File: config.mk
export PLATFORM = sky130hd
export DESIGN_NAME = pro_display_ctrl_flat
export DESIGN_NICKNAME = d
export VERILOG_FILES = /design/src/rtl/pro_display_ctrl_if.sv /design/src/rtl/pro_display_ctrl.sv /design/src/flat_wrapper.sv
export SDC_FILE = /design/constraint.sdc
export NUM_CORES = 1
export LEC_CHECK = 0
export ABC_CLOCK_PERIOD_IN_PS = 2700
export CORE_AREA = 10 10 126 128
export DETAILED_ROUTE_END_ITERATION = 10
export DIE_AREA = 0 0 136 138
export PLACE_DENSITY = 0.54
export SETUP_SLACK_MARGIN = 0.02
export SYNTH_ARGS = -nofsm -noshare
export SYNTH_HDL_FRONTEND = slang
export SYNTH_SLANG_ARGS = --single-unit
File: constraint.sdc
create_clock -name clk_50M -period 2.7 [get_ports clk_50M]
set_clock_uncertainty 0.2 [all_clocks]
set_input_delay 0.54 -clock clk_50M [delete_from_list [all_inputs] [get_ports clk_50M]]
set_output_delay 0.54 -clock clk_50M [all_outputs]
set_load 0.01 [all_outputs]
File: src/rtl/pro_display_ctrl_if.sv
// Processor-core side bundle of the operator/display sequencer.
//   master : the sequencer (drives operand config, start, mem_addr, busy)
//   slave  : the processor core (returns result/ovf and memory read data)
// Signals:
//   start        single-cycle start pulse to the core
//   busy         high while the core is running an operation
//   sar1/sar2    latched source register addresses
//   dar          latched destination register address
//   opcode       latched opcode
//   alu_mode     latched {1'b0, sw[5], opcode}
//   out_mode     latched output mode (1 = browse memory after result)
//   mem_addr     memory browse address
//   result_valid single-cycle pulse qualifying alu_result/ovf
//   alu_result   core result
//   ovf          core overflow flag
//   mem_rd_data  memory read data for mem_addr (combinational from core)
interface pro_display_ctrl_if;
  logic        start;
  logic        busy;
  logic [3:0]  sar1;
  logic [3:0]  sar2;
  logic [3:0]  dar;
  logic [1:0]  opcode;
  logic [2:0]  alu_mode;
  logic        out_mode;
  logic [3:0]  mem_addr;
  logic        result_valid;
  logic [15:0] alu_result;
  logic        ovf;
  logic [15:0] mem_rd_data;

  modport master (
    output start, busy, sar1, sar2, dar, opcode, alu_mode, out_mode, mem_addr,
    input  result_valid, alu_result, ovf, mem_rd_data
  );

  modport slave (
    input  start, busy, sar1, sar2, dar, opcode, alu_mode, out_mode, mem_addr,
    output result_valid, alu_result, ovf, mem_rd_data
  );
endinterface

File: src/rtl/pro_display_ctrl.sv
// Operator/display sequencer: walks the operator through operand entry with
// the slide switches and the Next key, starts the core, captures its result
// and drives the 7-segment decoder through done/overflow message, result
// display and memory browse phases.
// Ports:
//   clk_50M      system clock
//   rst          synchronous reset, active-high
//   key_next     debounced single-cycle Next pulse
//   sw           slide switches
//   core         core-side bundle (master modport)
//   ts           decoder type select (registered, follows state by one cycle)
//   display_data decoder value (registered)
module pro_display_ctrl #(
  parameter int unsigned HOLD_CYCLES = 50000000,
  parameter int unsigned CNT_W       = 26
) (
  input  logic                     clk_50M,
  input  logic                     rst,
  input  logic                     key_next,
  input  logic [9:0]               sw,
  pro_display_ctrl_if.master       core,
  output logic [2:0]               ts,
  output logic [15:0]              display_data
);

  localparam logic [CNT_W-1:0] HOLD_LAST = CNT_W'(HOLD_CYCLES - 1);

  // State codes double as the decoder type-select values.
  typedef enum logic [2:0] {
    IDLE = 3'b000,
    DONE = 3'b001,
    OVF  = 3'b010,
    RUN  = 3'b011,
    SRC  = 3'b100,
    DST  = 3'b101,
    DATA = 3'b110,
    MEM  = 3'b111
  } state_t;

  state_t           state;
  logic [CNT_W-1:0] hold_cnt;
  logic [15:0]      result_q;
  logic             hold_exit_c;

  // Leave a message phase on hold expiry or Next; both together still give one move.
  assign hold_exit_c = (hold_cnt == HOLD_LAST) || key_next;

  // Sequencer, latched configuration and display registers.
  always_ff @(posedge clk_50M) begin
    if (rst) begin
      state         <= IDLE;
      hold_cnt      <= '0;
      result_q      <= '0;
      ts            <= 3'b000;
      display_data  <= '0;
      core.start    <= 1'b0;
      core.busy     <= 1'b0;
      core.sar1     <= '0;
      core.sar2     <= '0;
      core.dar      <= '0;
      core.opcode   <= '0;
      core.alu_mode <= '0;
      core.out_mode <= 1'b0;
      core.mem_addr <= '0;
    end else begin
      core.start <= 1'b0;

      // Display follows the state it was in at this edge.
      ts <= state;
      case (state)
        SRC, DST, RUN: display_data <= {6'b0, sw};
        DATA:          display_data <= result_q;
        MEM:           display_data <= core.mem_rd_data;
        default:       display_data <= '0;
      endcase

      case (state)
        IDLE: begin
          if (key_next) state <= SRC;
        end

        SRC: begin
          if (key_next) begin
            core.sar1   <= sw[9:6];
            core.sar2   <= sw[5:2];
            core.opcode <= sw[1:0];
            state       <= DST;
          end
        end

        DST: begin
          if (key_next) begin
            core.dar      <= sw[4:1];
            core.alu_mode <= {1'b0, sw[5], core.opcode};
            core.out_mode <= sw[0];
            core.start    <= 1'b1;
            core.busy     <= 1'b1;
            state         <= RUN;
          end
        end

        // Next is deliberately ignored while the core is busy.
        RUN: begin
          if (core.result_valid) begin
            result_q  <= core.alu_result;
            hold_cnt  <= '0;
            core.busy <= 1'b0;
            state     <= core.ovf ? OVF : DONE;
          end
        end

        DONE, OVF: begin
          if (hold_cnt != '1) hold_cnt <= hold_cnt + CNT_W'(1);
          if (hold_exit_c) state <= (state == DONE) ? DATA : IDLE;
        end

        DATA: begin
          if (key_next) state <= core.out_mode ? MEM : IDLE;
        end

        MEM: begin
          core.mem_addr <= sw[3:0];
          if (key_next) state <= IDLE;
        end

        default: state <= IDLE;
      endcase
    end
  end

endmodule

File: src/flat_wrapper.sv
// flat-port wrapper written by rule: the top's interface ports become plain ports
module pro_display_ctrl_flat 
#(
  parameter int unsigned HOLD_CYCLES = 50000000,
  parameter int unsigned CNT_W       = 26
)
  (clk_50M, rst, key_next, sw, ts, display_data, core_start, core_busy, core_sar1, core_sar2, core_dar, core_opcode, core_alu_mode, core_out_mode, core_mem_addr, core_result_valid, core_alu_result, core_ovf, core_mem_rd_data);
  pro_display_ctrl_if core_i ();
  input  logic clk_50M;
  input  logic rst;
  input  logic key_next;
  input  logic [9:0] sw;
  output logic [2:0] ts;
  output logic [15:0] display_data;
  output wire logic [$bits(core_i.start)-1:0] core_start;
  output wire logic [$bits(core_i.busy)-1:0] core_busy;
  output wire logic [$bits(core_i.sar1)-1:0] core_sar1;
  output wire logic [$bits(core_i.sar2)-1:0] core_sar2;
  output wire logic [$bits(core_i.dar)-1:0] core_dar;
  output wire logic [$bits(core_i.opcode)-1:0] core_opcode;
  output wire logic [$bits(core_i.alu_mode)-1:0] core_alu_mode;
  output wire logic [$bits(core_i.out_mode)-1:0] core_out_mode;
  output wire logic [$bits(core_i.mem_addr)-1:0] core_mem_addr;
  input wire logic [$bits(core_i.result_valid)-1:0] core_result_valid;
  input wire logic [$bits(core_i.alu_result)-1:0] core_alu_result;
  input wire logic [$bits(core_i.ovf)-1:0] core_ovf;
  input wire logic [$bits(core_i.mem_rd_data)-1:0] core_mem_rd_data;
  assign core_start = core_i.start;
  assign core_busy = core_i.busy;
  assign core_sar1 = core_i.sar1;
  assign core_sar2 = core_i.sar2;
  assign core_dar = core_i.dar;
  assign core_opcode = core_i.opcode;
  assign core_alu_mode = core_i.alu_mode;
  assign core_out_mode = core_i.out_mode;
  assign core_mem_addr = core_i.mem_addr;
  assign core_i.result_valid = core_result_valid;
  assign core_i.alu_result = core_alu_result;
  assign core_i.ovf = core_ovf;
  assign core_i.mem_rd_data = core_mem_rd_data;
  pro_display_ctrl #(.HOLD_CYCLES(HOLD_CYCLES), .CNT_W(CNT_W)) u_core (.clk_50M(clk_50M), .rst(rst), .key_next(key_next), .sw(sw), .core(core_i), .ts(ts), .display_data(display_data));
endmodule
==> metrics.csv <==
metric,value,unit
final instance area,0.00537,sq mm
fmax,394,MHz
maximum level of the CTS H-tree,3,
worst slew pin tran,1080,ps
Synth warnings,0,
Rel. slew slack,0.274,
P per Cell Area,544,mW/mm^2
WHS,253,ps
CP endpoint kind,flip-flop,
antenna violations before repair,0,
Resized cells post-CTS,0,
Final TNS setup,0,ps
Placed Area,0.00505,sq mm
async set-reset flop share out of synthesis,0,
vias in the first global route,3831,
post-synthesis area per instance,8.20,sq um
"Slew Viols, Final",0,
clk sinks,88,
Synth cell types,51,
worst r2r src,u_core.hold_cnt[0],
GRT Residual Overflow,0,
Initial DRT Pass Iterations,4,
Final Cycle Share,0.941,
share of cells above drive strength 1,0.0838,
I/O Buffers,89,
ant diodes,0,
Post-CTS Setup Bufs,0,
TritonCTS Buffers,9,
register area share after synthesis,0.448,
row cnt,43,
wire per inst,16.5,microns
number of max-cap violations,0,
final setup fails,0,
Bufs on Longest Clock Path,2,
core footprint,0.0135,sq mm
number of synthesized flops with an enable pin,0,
min-delay src,u_core.core.sar2[2],
Area contributors post-synth,"dfxtp_1 (45%), nand2_1 (8.3%), a21oi_1 (7.9%), mux2i_1 (5.9%), nor2_1 (4.4%)",
CTS Root Cell,clkbuf_16,
Placer Congestion,0.840,
Min-Delay Path Class,flip-flop to flip-flop,
Filler Cell Count,1398,
Pleak,1.81,nW
WS Path Type,flip-flop to flip-flop,
Peak supply drop,0.000255,V
post-layout min period,2540,ps
Post-Syn Area,0.00394,sq mm
post-route ant nets,0,
crit path max fanout,13,
DRC viols,0,
Yosys top cell area share,0.448,
maximum number of pins on one net before global-route repair,61,
Die Wd,136,microns
Critical Path Start,u_core.hold_cnt[0],
final WL,12400,microns
first-pass GRT wire length,20200,microns
"Hold-fix buffers, CTS",0,
critical path arrival,2610,ps
Syn Inst Count,480,
CTS tree,yes,
clk slew on worst S/H paths,60,ps
Crit path required time,2770,ps
syn nets,528,
status,"finished, final reports clean",
"Primary FF master, synth",dfxtp_1,
DP HPWL,9170,microns
routed vias/inst,5.00,
crit start category,flip-flop,
cell taking the most area after synthesis,dfxtp_1,
Initial Utilization,0.291,
Die ar.,0.0188,sq mm
GRT Resource Usage Total,0.133,
first-iteration detailed-routing DRC count,261,
Die H,138,microns
final hold violations,0,
post-synthesis register bit count,88,
Vias,3764,
area grow syn2layout,36.5,%
nets,616,
io pins,90,
RSZ-0062 raised after global routing,false,
clk_lat worst skew,350,ps
## synth_stat cells (2+ instances only)
cell type / count
and3_1: 5
and4_1: 3
or4_1: 2
a22o_1: 6
buf_4: 2
mux2_2: 7
inv_1: 7
a41oi_1: 3
nand2_1: 87
a22oi_1: 8
a311oi_1: 3
nor2b_1: 3
a211oi_1: 2
clkbuf_1: 24
mux2i_1: 23
nor2_1: 46
a21oi_1: 62
and2_1: 3
o2111ai_1: 2
nand4_1: 12
o21ai_1: 3
or2_2: 3
o41ai_1: 3
a31oi_1: 10
nor3_1: 6
nand3_1: 21
dfxtp_1: 88
nor4_1: 4
o21ai_0: 8
buf_2: 3
## power by group
part / internal (W) / switching [W] / total, W
clock network: 0.000817 / 0.000525 / 0.00134
logic: 0.000131 / 0.000130 / 0.000261
registers: 0.00131 / 0.00000673 / 0.00132
## final cells by class
type | instances | area, sq um | area share
Clock buffer | 12 | 236 | 0.0440
Clock inverter | 4 | 77.6 | 0.0144
Inverter | 7 | 26.3 | 0.00489
Multi-Input combinational cell | 353 | 2000 | 0.373
Sequential cell | 88 | 1760 | 0.328
Tap cell | 180 | 225 | 0.0419
Timing Repair Buffer | 109 | 1040 | 0.194
## metrics by stage
stage,setup slack (ps),utilization,total power [W],cells
floorplan,304,-,0.00147,480
global placement,210,0.374,0.00160,737
detailed placement,150,0.374,0.00161,737
CTS,132,0.397,0.00295,753
global route,19.2,0.398,0.00302,753
finish,159,0.398,0.00292,753
## layout by cell type (no fill, tap or decap), types with 9 or more instances in the layout
master,n
nand4_1,12
nand3_1,21
a31oi_1,10
clkbuf_16,9
nand2_1,87
clkdlybuf4s50_1,88
nor2_1,46
a21oi_1,62
dfxtp_1,88
buf_4,19
mux2i_1,23
## path summary, 6_finish.rpt
kind | depth (start not counted) | slack (ps) | end
max | 7 | 160 | u_core.hold_cnt[12]
min | 2 | 250 | u_core.core.sar2[2]
max reg2reg | 7 | 160 | u_core.hold_cnt[12]
min reg2reg | 2 | 250 | u_core.core.sar2[2]
## routing by layer
| layer | wire, microns | track usage |
|---|---|---|
| met2 | 6000 | 0.212 |
| met5 | 0 | 0 |
| met3 | 1020 | 0.0562 |
| met1 | 5250 | 0.153 |
| met4 | 151 | 0.0482 |
## critical path, cell delays in order (launching register included)
cell     delay (ps)
dfxtp_1         380
ha_1            250
nand3_2         160
or4_1           610
o41ai_4         390
buf_6           210
a22oi_1         100
a21oi_1         180
## cells by family after synthesis
group	share of synthesized area
xor+xnor	0.00223
flops	0.448
compound gates	0.191
buf+inv	0.0429
mux	0.0785
simple gates	0.235
fa+ha+maj	0.00318
## registers in the layout (all words and copies together), names as in the netlist
signal / cells
u_core.core.sar2: 4
u_core.core.opcode: 2
u_core.core.out_mode: 1
u_core.core.mem_addr: 4
u_core.core.start: 1
u_core.ts: 3
u_core.core.sar1: 4
u_core.hold_cnt: 26
u_core.state: 3
u_core.display_data: 16
u_core.core.alu_mode: 3
u_core.core.busy: 1
u_core.core.dar: 4
u_core.result_q: 16
(Power assumes the default switching activity.)
